`config.mk`:
```
export PLATFORM = sky130hd
export DESIGN_NAME = spi_peripheral_flat
export DESIGN_NICKNAME = d
export VERILOG_FILES = /design/src/rtl/spi_peripheral_if.sv /design/src/rtl/spi_peripheral.sv /design/src/flat_wrapper.sv
export SDC_FILE = /design/constraint.sdc
export NUM_CORES = 1
export LEC_CHECK = 0
export BUFFER_PORTS_ARGS = -buffer_cell sky130_fd_sc_hd__buf_2
export CORE_MARGIN = 5
export CORE_UTILIZATION = 51
export DETAILED_ROUTE_END_ITERATION = 8
export HOLD_SLACK_MARGIN = 0.08
export PLACE_DENSITY = 0.82
export SYNTH_ARGS = -nofsm -noshare
export SYNTH_HDL_FRONTEND = slang
export SYNTH_SLANG_ARGS = --single-unit
```
`constraint.sdc`:
```
create_clock -name clock_i -period 5 [get_ports clock_i]
set_input_delay 0.25 -clock clock_i [delete_from_list [all_inputs] [get_ports clock_i]]
set_output_delay 0.25 -clock clock_i [all_outputs]
set_load 0.02 [all_outputs]
```
`src/rtl/spi_peripheral_if.sv`:
```
// Bus bundle for spi_peripheral: SPI pins plus the TX/RX word streams.
// Defining SPI_PERIPH_FRAME_CNT_EN adds the frame_cnt_o word counter to the bundle.
interface spi_peripheral_if #(
  parameter int WIDTH = 8
);
  logic             SCLK_i;
  logic             CS_i;
  logic             MOSI_i;
  logic             MISO_o;
  logic             MISO_oe_o;
  logic [WIDTH-1:0] tx_data_i;
  logic             tx_valid_i;
  logic             tx_ready_o;
  logic [WIDTH-1:0] rx_data_o;
  logic             rx_valid_o;
  logic             underrun_o;
  logic             abort_o;
  logic             busy_o;
`ifdef SPI_PERIPH_FRAME_CNT_EN
  logic [15:0]      frame_cnt_o;

  modport master (
    output SCLK_i, CS_i, MOSI_i, tx_data_i, tx_valid_i,
    input  MISO_o, MISO_oe_o, tx_ready_o, rx_data_o, rx_valid_o,
           underrun_o, abort_o, busy_o, frame_cnt_o
  );

  modport slave (
    input  SCLK_i, CS_i, MOSI_i, tx_data_i, tx_valid_i,
    output MISO_o, MISO_oe_o, tx_ready_o, rx_data_o, rx_valid_o,
           underrun_o, abort_o, busy_o, frame_cnt_o
  );
`else
  modport master (
    output SCLK_i, CS_i, MOSI_i, tx_data_i, tx_valid_i,
    input  MISO_o, MISO_oe_o, tx_ready_o, rx_data_o, rx_valid_o,
           underrun_o, abort_o, busy_o
  );

  modport slave (
    input  SCLK_i, CS_i, MOSI_i, tx_data_i, tx_valid_i,
    output MISO_o, MISO_oe_o, tx_ready_o, rx_data_o, rx_valid_o,
           underrun_o, abort_o, busy_o
  );
`endif
endinterface

```
`src/rtl/spi_peripheral.sv`:
```
// SPI mode-0 responder (MSB first), SCLK/CS/MOSI oversampled in the clock_i domain.
// Define SPI_PERIPH_FRAME_CNT_EN to add frame_cnt_o (words completed since last CS rise).
module spi_peripheral #(
  parameter int               WIDTH = 8,
  parameter logic [WIDTH-1:0] FILL  = {WIDTH{1'b1}}
) (
  input logic             clock_i,
  input logic             reset_ni,
  spi_peripheral_if.slave bus
);

  localparam int               CNT_W    = $clog2(WIDTH + 1);
  localparam logic [CNT_W-1:0] LAST_BIT = CNT_W'(WIDTH - 1);

  typedef enum logic {
    IDLE  = 1'b0,
    SHIFT = 1'b1
  } state_e;

  logic [1:0]       sclkSync_q;
  logic [1:0]       csSync_q;
  logic [1:0]       mosiSync_q;
  logic             sclkPrev_q;
  logic             csPrev_q;

  state_e           state_q,    state_d;
  logic [CNT_W-1:0] bitCnt_q,   bitCnt_d;
  logic [WIDTH-1:0] txShift_q,  txShift_d;
  logic             fromHold_q, fromHold_d;
  logic [WIDTH-1:0] rxShift_q,  rxShift_d;
  logic [WIDTH-1:0] rxData_q,   rxData_d;
  logic             rxValid_q,  rxValid_d;
  logic             underrun_q, underrun_d;
  logic             abort_q,    abort_d;
  logic [WIDTH-1:0] holdData_q, holdData_d;
  logic             holdFull_q, holdFull_d;
`ifdef SPI_PERIPH_FRAME_CNT_EN
  logic [15:0]      frameCnt_q, frameCnt_d;
`endif

  logic             sclkRise;
  logic             sclkFall;
  logic             csRise;
  logic             csFall;
  logic             pushEn;
  logic [WIDTH-1:0] peekWord;

  assign sclkRise = sclkSync_q[1] & ~sclkPrev_q;
  assign sclkFall = ~sclkSync_q[1] & sclkPrev_q;
  assign csRise   = csSync_q[1] & ~csPrev_q;
  assign csFall   = ~csSync_q[1] & csPrev_q;

  // Push only into an empty holding reg, so a push can never collide with a pop.
  assign pushEn   = bus.tx_valid_i & ~holdFull_q;
  assign peekWord = holdFull_q ? holdData_q : FILL;

  always_comb begin
    state_d    = state_q;
    bitCnt_d   = bitCnt_q;
    txShift_d  = txShift_q;
    fromHold_d = fromHold_q;
    rxShift_d  = rxShift_q;
    rxData_d   = rxData_q;
    rxValid_d  = 1'b0;
    underrun_d = 1'b0;
    abort_d    = 1'b0;
    holdData_d = holdData_q;
    holdFull_d = holdFull_q;
`ifdef SPI_PERIPH_FRAME_CNT_EN
    frameCnt_d = frameCnt_q;
`endif

    if (pushEn) begin
      holdData_d = bus.tx_data_i;
      holdFull_d = 1'b1;
    end

    case (state_q)
      IDLE: begin
        if (csRise) begin
          state_d    = SHIFT;
          bitCnt_d   = '0;
          txShift_d  = peekWord;
          fromHold_d = holdFull_q;
`ifdef SPI_PERIPH_FRAME_CNT_EN
          frameCnt_d = '0;
`endif
        end
      end

      SHIFT: begin
        if (csFall) begin
          state_d  = IDLE;
          bitCnt_d = '0;
          abort_d  = (bitCnt_q != '0);
        end else if (sclkRise) begin
          rxShift_d = (rxShift_q << 1) | WIDTH'(mosiSync_q[1]);
          // The holding word is only consumed once its first bit has been clocked out.
          if (bitCnt_q == '0) begin
            if (fromHold_q) begin
              holdFull_d = 1'b0;
            end else begin
              underrun_d = 1'b1;
            end
          end
          if (bitCnt_q == LAST_BIT) begin
            bitCnt_d  = '0;
            rxData_d  = rxShift_d;
            rxValid_d = 1'b1;
`ifdef SPI_PERIPH_FRAME_CNT_EN
            if (frameCnt_q != 16'hFFFF) begin
              frameCnt_d = frameCnt_q + 16'd1;
            end
`endif
          end else begin
            bitCnt_d = bitCnt_q + 1'b1;
          end
        end else if (sclkFall) begin
          if (bitCnt_q == '0) begin
            txShift_d  = peekWord;
            fromHold_d = holdFull_q;
          end else begin
            txShift_d = txShift_q << 1;
          end
        end
      end

      default: state_d = IDLE;
    endcase
  end

  always_ff @(posedge clock_i or negedge reset_ni) begin
    if (!reset_ni) begin
      sclkSync_q <= '0;
      csSync_q   <= '0;
      mosiSync_q <= '0;
      sclkPrev_q <= 1'b0;
      csPrev_q   <= 1'b0;
      state_q    <= IDLE;
      bitCnt_q   <= '0;
      txShift_q  <= FILL;
      fromHold_q <= 1'b0;
      rxShift_q  <= '0;
      rxData_q   <= '0;
      rxValid_q  <= 1'b0;
      underrun_q <= 1'b0;
      abort_q    <= 1'b0;
      holdData_q <= '0;
      holdFull_q <= 1'b0;
`ifdef SPI_PERIPH_FRAME_CNT_EN
      frameCnt_q <= '0;
`endif
    end else begin
      sclkSync_q <= {sclkSync_q[0], bus.SCLK_i};
      csSync_q   <= {csSync_q[0], bus.CS_i};
      mosiSync_q <= {mosiSync_q[0], bus.MOSI_i};
      sclkPrev_q <= sclkSync_q[1];
      csPrev_q   <= csSync_q[1];
      state_q    <= state_d;
      bitCnt_q   <= bitCnt_d;
      txShift_q  <= txShift_d;
      fromHold_q <= fromHold_d;
      rxShift_q  <= rxShift_d;
      rxData_q   <= rxData_d;
      rxValid_q  <= rxValid_d;
      underrun_q <= underrun_d;
      abort_q    <= abort_d;
      holdData_q <= holdData_d;
      holdFull_q <= holdFull_d;
`ifdef SPI_PERIPH_FRAME_CNT_EN
      frameCnt_q <= frameCnt_d;
`endif
    end
  end

  assign bus.MISO_o     = (state_q == SHIFT) & txShift_q[WIDTH-1];
  assign bus.MISO_oe_o  = (state_q == SHIFT);
  assign bus.busy_o     = (state_q == SHIFT);
  assign bus.tx_ready_o = ~holdFull_q;
  assign bus.rx_data_o  = rxData_q;
  assign bus.rx_valid_o = rxValid_q;
  assign bus.underrun_o = underrun_q;
  assign bus.abort_o    = abort_q;
`ifdef SPI_PERIPH_FRAME_CNT_EN
  assign bus.frame_cnt_o = frameCnt_q;
`endif

endmodule

```
`src/flat_wrapper.sv`:
```
// flat-port wrapper written by rule: the top's interface ports become plain ports
module spi_peripheral_flat 
#(
  parameter int               WIDTH = 8,
  parameter logic [WIDTH-1:0] FILL  = {WIDTH{1'b1}}
)
  (clock_i, reset_ni, bus_SCLK_i, bus_CS_i, bus_MOSI_i, bus_tx_data_i, bus_tx_valid_i, bus_MISO_o, bus_MISO_oe_o, bus_tx_ready_o, bus_rx_data_o, bus_rx_valid_o, bus_underrun_o, bus_abort_o, bus_busy_o);
  spi_peripheral_if #(.WIDTH(WIDTH)) bus_i ();
  input logic clock_i;
  input logic reset_ni;
  input wire logic [$bits(bus_i.SCLK_i)-1:0] bus_SCLK_i;
  input wire logic [$bits(bus_i.CS_i)-1:0] bus_CS_i;
  input wire logic [$bits(bus_i.MOSI_i)-1:0] bus_MOSI_i;
  input wire logic [$bits(bus_i.tx_data_i)-1:0] bus_tx_data_i;
  input wire logic [$bits(bus_i.tx_valid_i)-1:0] bus_tx_valid_i;
  output wire logic [$bits(bus_i.MISO_o)-1:0] bus_MISO_o;
  output wire logic [$bits(bus_i.MISO_oe_o)-1:0] bus_MISO_oe_o;
  output wire logic [$bits(bus_i.tx_ready_o)-1:0] bus_tx_ready_o;
  output wire logic [$bits(bus_i.rx_data_o)-1:0] bus_rx_data_o;
  output wire logic [$bits(bus_i.rx_valid_o)-1:0] bus_rx_valid_o;
  output wire logic [$bits(bus_i.underrun_o)-1:0] bus_underrun_o;
  output wire logic [$bits(bus_i.abort_o)-1:0] bus_abort_o;
  output wire logic [$bits(bus_i.busy_o)-1:0] bus_busy_o;
  assign bus_i.SCLK_i = bus_SCLK_i;
  assign bus_i.CS_i = bus_CS_i;
  assign bus_i.MOSI_i = bus_MOSI_i;
  assign bus_i.tx_data_i = bus_tx_data_i;
  assign bus_i.tx_valid_i = bus_tx_valid_i;
  assign bus_MISO_o = bus_i.MISO_o;
  assign bus_MISO_oe_o = bus_i.MISO_oe_o;
  assign bus_tx_ready_o = bus_i.tx_ready_o;
  assign bus_rx_data_o = bus_i.rx_data_o;
  assign bus_rx_valid_o = bus_i.rx_valid_o;
  assign bus_underrun_o = bus_i.underrun_o;
  assign bus_abort_o = bus_i.abort_o;
  assign bus_busy_o = bus_i.busy_o;
  spi_peripheral #(.WIDTH(WIDTH), .FILL(FILL)) u_core (.clock_i(clock_i), .reset_ni(reset_ni), .bus(bus_i));
endmodule
```
==> flow_summary.yaml, run 1 <==
synthesis:
  synth_common_cells: "dfrtp_1 (41), mux2_2 (23), nand2_1 (11), nor2_1 (11), dfstp_2 (8)"
  syn_nets: 172
  avgSynthCellArea_um2: 13.0
  syn_inst: 156
  synth_top_area_cell: "dfrtp_1"
  ys_async_sr_fraction_pct: 100
  synth.distinct_cells: 35
  synth_seq_cells: 49
  ys_seq_area_share_pct: 61.1
  synth_top_area_share_pct: 50.7
  synth_edf_count: 0
  synth_top_cells_by_area: "dfrtp_1 (51%), mux2_2 (13%), dfstp_2 (10%)"
  yosysMostFrequentCell: "dfrtp_1"
  yosysWarnings: 0
  syn_area_um2: 2020
  ys.flop_type: "dfrtp_1"
critical_path:
  cp-end-kind: "flip-flop"
  worstSetupPathType: "flip-flop to flip-flop"
  regToRegSetupSlack_ns: 2.76
  worstRegToRegCells: 3
  cp-start-kind: "flip-flop"
  rr_endpoint: "u_core.bus.rx_data_o[1]"
  worstReg2RegStart: "u_core.bus.MISO_oe_o"
  required_ns: 5.19
  worstPathMaxFanout: 19
  arrival_ns: 2.43
sta:
  hold_slack_ns: 0.124
  worst-slew-pin-transition_ns: 1.02
  rsz0062_at_grt: "false"
  setup_viol: 0
  fin_crit_ns: 2.24
  fin_skew_ns: 0.00506
  final_hold_viol_count: 0
  setup_tns_ns: 0
  finalCritPeriodShare_pct: 44.7
  fmax_mhz: 447
  fin_ws_ns: 2.76
  slew_headroom_pct: 31.8
  maxSlewViolCount: 0
run:
  maxCapViolations: 0
clocking:
  cts_buffer_depth: 2
  postCtsSetupBuffers: 0
  cts_tree: "built"
  cts.sinks: 49
  cts.clk_slew.worst_paths_ns: 0.09
  cts_made_buffers: 5
  clock_latency_ns: 0.30
  htree_levels: 2
  clock-root-buffer: "clkbuf_8"
  cts.repair.resized: 0
status:
  status: "finished, final reports clean"
cells_and_area:
  final_nets: 201
  drive_above_1_share_pct: 38.7
  fillers: 329
  antenna_cells: 0
  area_growth_syn_to_layout_pct: 13.5
  stdcell_count: 234
detailed_routing:
  viasPerCell: 5.45
  vias: 1275
  wl_um: 3460
  drt_iter0_markers: 74
  antenna_left: 0
  drc: 0
  wl_per_cell_um: 14.8
  dr.pass1.iters: 4
global_route:
  grt_overflow: 0
  first_global_vias: 1313
  grt_max_degree: 50
  grt_pass1_wl_um: 5880
  antenna_found_initial: 0
  track_usage_pct: 14.4
power:
  power.leakage_nw: 1.11
  p_per_area_nw_per_um2: 465
  power_mw: 1.07
  peakVddDrop_v: 0.000218
floorplanning:
  io_pins: 29
  placementRows: 22
  design.die.area_um2: 5330
  core_um2: 3740
  die_w_um: 73.0
  start_util_pct: 54.0
  die_h_um: 73.0
placed_design:
  place_congestion: 0.760
  port_buffers: 28
  dp_slack_ns: 2.75
  hpwlAfterDp_um: 2470
  dp_cells: 223
hold_path:
  holdCritPathClass: "primary input to async pin"
-- cell families (layout without fill, tap and decap cells) --
| family | count (synthesis) | after routing | share of synthesized area, % |
|---|---|---|---|
| mux | 24 | 24 | 13.4 |
| simple gates | 39 | 39 | 9.46 |
| fa+ha+maj | 2 | 2 | 1.24 |
| compound gates | 26 | 26 | 10.2 |
| flops | 49 | 49 | 61.1 |
| buf+inv | 16 | 46 | 4.64 |
-- report_power, final --
part | total, mW | switching, mW | internal (mW)
clock | 0.273 | 0.123 | 0.150
sequential | 0.592 | 0.0706 | 0.522
combinational | 0.202 | 0.0989 | 0.103
total | 1.07 | 0.293 | 0.775
-- state kept, by name, indices dropped and copies added (netlist names), 2 cells and up --
name / flops
u_core.mosiSync_q: 2
u_core.rxShift_q: 7
u_core.sclkSync_q: 2
u_core.txShift_q: 8
u_core.bus.rx_data_o: 8
u_core.bitCnt_q: 4
u_core.holdData_q: 8
u_core.csSync_q: 2
-- worst max path at each step --
stage / startpoint / endpoint / slack [ns]
after CTS: u_core.bus.MISO_oe_o / u_core.bus.rx_data_o[1] / 2.74
final: u_core.bus.MISO_oe_o / u_core.bus.rx_data_o[1] / 2.76
after global placement: u_core.bus.MISO_oe_o / u_core.bus.rx_data_o[0] / 2.91
after global routing: u_core.bus.MISO_oe_o / u_core.bus.rx_data_o[4] / 2.53
after detailed placement: u_core.bus.MISO_oe_o / u_core.bus.rx_data_o[1] / 2.75
after floorplan: u_core.bus.MISO_oe_o / u_core.fromHold_q / 3.18
-- per-stage QoR --
stage          utilization, %  cell area [µm²]
3_5_place_dp             57.6             2160
4_1_cts                  61.4             2300
5_1_grt                  61.4             2300
3_3_place_gp             57.6             2160
6_report                 61.4             2300
2_1_floorplan               -             2020
-- final cells by class --
cell class,instances,area [µm²],share of cell area [%]
Clock inverter,2,38.8,1.69
Timing Repair Buffer,31,170,7.41
Sequential cell,49,1240,53.8
Tap cell,48,60.1,2.61
Inverter,7,26.3,1.14
Multi-Input combinational cell,91,693,30.2
Clock buffer,6,72.6,3.16
-- worst max-delay path, cell delays in order, from the launching register on --
cell and delay, ns:
dfrtp_1 0.71, nand3_1 0.54, nand2b_1 0.51, mux2_2 0.37
-- cells in the final DEF (no fill, tap or decap), drive strengths merged --
cell type / synthesis / final
o2bb2ai: 1 / 1
and2: 1 / 1
bufinv: 0 / 1
a211oi: 7 / 7
or3b: 2 / 2
nor3b: 1 / 1
a32o: 1 / 1
o21ai: 4 / 4
nor2: 11 / 11
o31ai: 8 / 8
dfstp: 8 / 8
clkinv: 1 / 2
mux2: 24 / 24
a21oi: 2 / 2
buf: 7 / 28
nand2: 12 / 12
ha: 2 / 2
nand3: 4 / 4
nor3: 1 / 1
nand4: 1 / 1
nor2b: 3 / 3
dlygate4sd3: 0 / 3
nand2b: 2 / 2
nor4: 1 / 1
o41a: 1 / 1
a21o: 2 / 2
dfrtp: 41 / 41
clkbuf: 2 / 6
inv: 6 / 6
-- routing by layer --
metal | routed length (µm) | GRT usage (%) | share of wire, % | vias up
met2 | 1770 | 24.1 | 51 | 27
li1 | - | - | - | 600
met5 | 0 | 0 | 0 | -
met4 | 65 | 6.15 | 1.9 | 0
met1 | 1480 | 17.7 | 43 | 640
met3 | 148 | 3.31 | 4.3 | 8
-- what timing repair did --
item / in CTS / in global routing
setup endpoints to repair: 0 / 0
endpoints found under the hold margin: 3 / 0
hold buffers: 3 / 0
Power figures use the tool's default switching activity.
==> run 2, diff against run 1 <==
--- a/config.mk
+++ b/config.mk
@@ -7,10 +7,10 @@
 export LEC_CHECK = 0
 export BUFFER_PORTS_ARGS = -buffer_cell sky130_fd_sc_hd__buf_2
 export CORE_MARGIN = 5
-export CORE_UTILIZATION = 51
+export CORE_UTILIZATION = 50
 export DETAILED_ROUTE_END_ITERATION = 8
 export HOLD_SLACK_MARGIN = 0.08
-export PLACE_DENSITY = 0.82
+export PLACE_DENSITY = 0.84
 export SYNTH_ARGS = -nofsm -noshare
 export SYNTH_HDL_FRONTEND = slang
 export SYNTH_SLANG_ARGS = --single-unit
==> constraint.sdc (replaced) <==
create_clock -name clock_i -period 2 [get_ports clock_i]
set_input_delay 0.1 -clock clock_i [delete_from_list [all_inputs] [get_ports clock_i]]
set_output_delay 0.1 -clock clock_i [all_outputs]
set_load 0.02 [all_outputs]
==> run 2 against run 1 <==
  * Non-clock buffer count up 15
  * Critical path depth up 3
  * Clock power rose to 2.6 times the previous value
  * Global-route usage up 0.44 points
  * Largest cell class unchanged
==> flow_summary.yaml, run 2 (synthesis results as in run 1) <==
status:
  status: "finished, final reports clean"
floorplanning:
  io_pins: 29
  die_w_um: 73.6
  placementRows: 23
  core_um2: 3970
  die_h_um: 73.6
  start_util_pct: 50.9
  design.die.area_um2: 5420
global_route:
  track_usage_pct: 14.8
  antenna_found_initial: 0
  grt_overflow: 0
  grt_pass1_wl_um: 6160
  grt_max_degree: 19
  use_met3_pct: 4.10
  grt_util_met1_pct: 19.0
  first_global_vias: 1406
  top_usage_layer: "met2"
  use_met2_pct: 24.0
placed_design:
  port_buffers: 28
  dp_slack_ns: 0.185
  placed_area_um2: 2200
  hpwlAfterDp_um: 2420
  place_congestion: 0.873
  dp_cells: 230
run:
  maxCapViolations: 0
clocking:
  cts.clk_slew.worst_paths_ns: 0.09
  cts_made_buffers: 5
  postCtsSetupBuffers: 0
  cts.sinks: 49
  cts_buffer_depth: 2
  htree_levels: 2
  cts.repair.resized: 0
  cts_tree: "built"
  clock-root-buffer: "clkbuf_8"
  clock_latency_ns: 0.30
sta:
  fin_ws_ns: 0.174
  fmax_mhz: 548
  setup_tns_ns: 0
  finalCritPeriodShare_pct: 91.3
  worst-slew-pin-transition_ns: 0.456
  fin_skew_ns: 0.0106
  hold_slack_ns: 0.232
  final_hold_viol_count: 0
  maxSlewViolCount: 0
  slew_headroom_pct: 69.2
  fin_crit_ns: 1.83
  setup_viol: 0
  rsz0062_at_grt: "false"
cells_and_area:
  drive_above_1_share_pct: 38.3
  fillers: 318
  finalInstanceArea_um2: 2440
  stdcell_count: 251
  mostFrequentLayoutCell: "dfrtp_1"
  final_cell_mix: "dfrtp_1 (41), buf_2 (28), mux2_2 (23)"
  final_nets: 216
  area_growth_syn_to_layout_pct: 20.5
  utilization_pct: 61.4
  antenna_cells: 0
detailed_routing:
  vias: 1306
  wl_per_cell_um: 14.2
  drt_iter0_markers: 48
  dr.pass1.iters: 4
  wl_um: 3560
  antenna_left: 0
  drc: 0
  viasPerCell: 5.20
critical_path:
  cp-start-kind: "flip-flop"
  path_cells: "inv_1, ha_1, or3b_2, nand2_2, nor2_1, o31ai_1"
  regToRegSetupSlack_ns: 0.17
  worstSetupPathType: "flip-flop to flip-flop"
  required_ns: 2.20
  arrival_ns: 2.03
  worstPathMaxFanout: 11
  slowest_stage: "or3b_2"
  max_stage_delay_ns: 0.58
  cp-end-kind: "flip-flop"
hold_path:
  holdCritPathClass: "primary input to async pin"
power:
  power_mw: 2.70
  peakVddDrop_v: 0.000651
  power.leakage_nw: 1.18
  p_per_area_nw_per_um2: 1110
[run 2: changes by cell type in the layout (fill, tap and decap cells not counted)]
cell	delta
dlygate4sd3_1	+10
buf_4	+5
[run 2: worst paths after layout]
path                                 startpoint                   end  cells past startpoint
min reg2reg                u_core.mosiSync_q[0]  u_core.mosiSync_q[1]                      0
max reg2reg                  u_core.bitCnt_q[0]   u_core.txShift_q[7]                      6
max                          u_core.bitCnt_q[0]   u_core.txShift_q[7]                      6
max in group asynchronous              reset_ni       u_core.csPrev_q                      3
min in group clock_i       u_core.mosiSync_q[0]  u_core.mosiSync_q[1]                      0
min                                    reset_ni  u_core.holdData_q[4]                      2
[run 2: power by group]
| group | switching, mW | leakage (nW) | internal [mW] | total, mW |
|---|---|---|---|---|
| registers | 0.162 | 0.598 | 1.30 | 1.47 |
| clock network | 0.323 | 0.0554 | 0.375 | 0.698 |
| logic | 0.258 | 0.527 | 0.279 | 0.537 |
[run 2: what timing repair did]
item / in CTS / in global routing
endpoints found under the hold margin: 27 / 0
hold buffers: 13 / 0
setup endpoints to repair: 0 / 0
[run 2: worst max-delay path, delay by kind of cell, from the launching register on]
family | cells | cell delay, ns
compound gates | 1 | 0.24
fa+ha+maj | 1 | 0.13
buf+inv | 1 | 0.08
flops | 1 | 0.43
simple gates | 3 | 0.85
[run 2: metal layers]
layer,part of all wire [%],vias to the layer above
li1,-,631
met2,49,28
met4,1.3,0
met3,4.7,6
met1,45,641
met5,0,-
[run 2: cell type report]
type                       instances  area, µm²  area share, %
clock buffer                       6       72.6           2.98
clock inverter                     2       38.8           1.59
inverter                           7       26.3           1.08
sequential                        49       1240           50.7
multi-input combinational         91        693           28.4
tap                               50       62.6           2.57
timing repair buffer              46        308           12.6
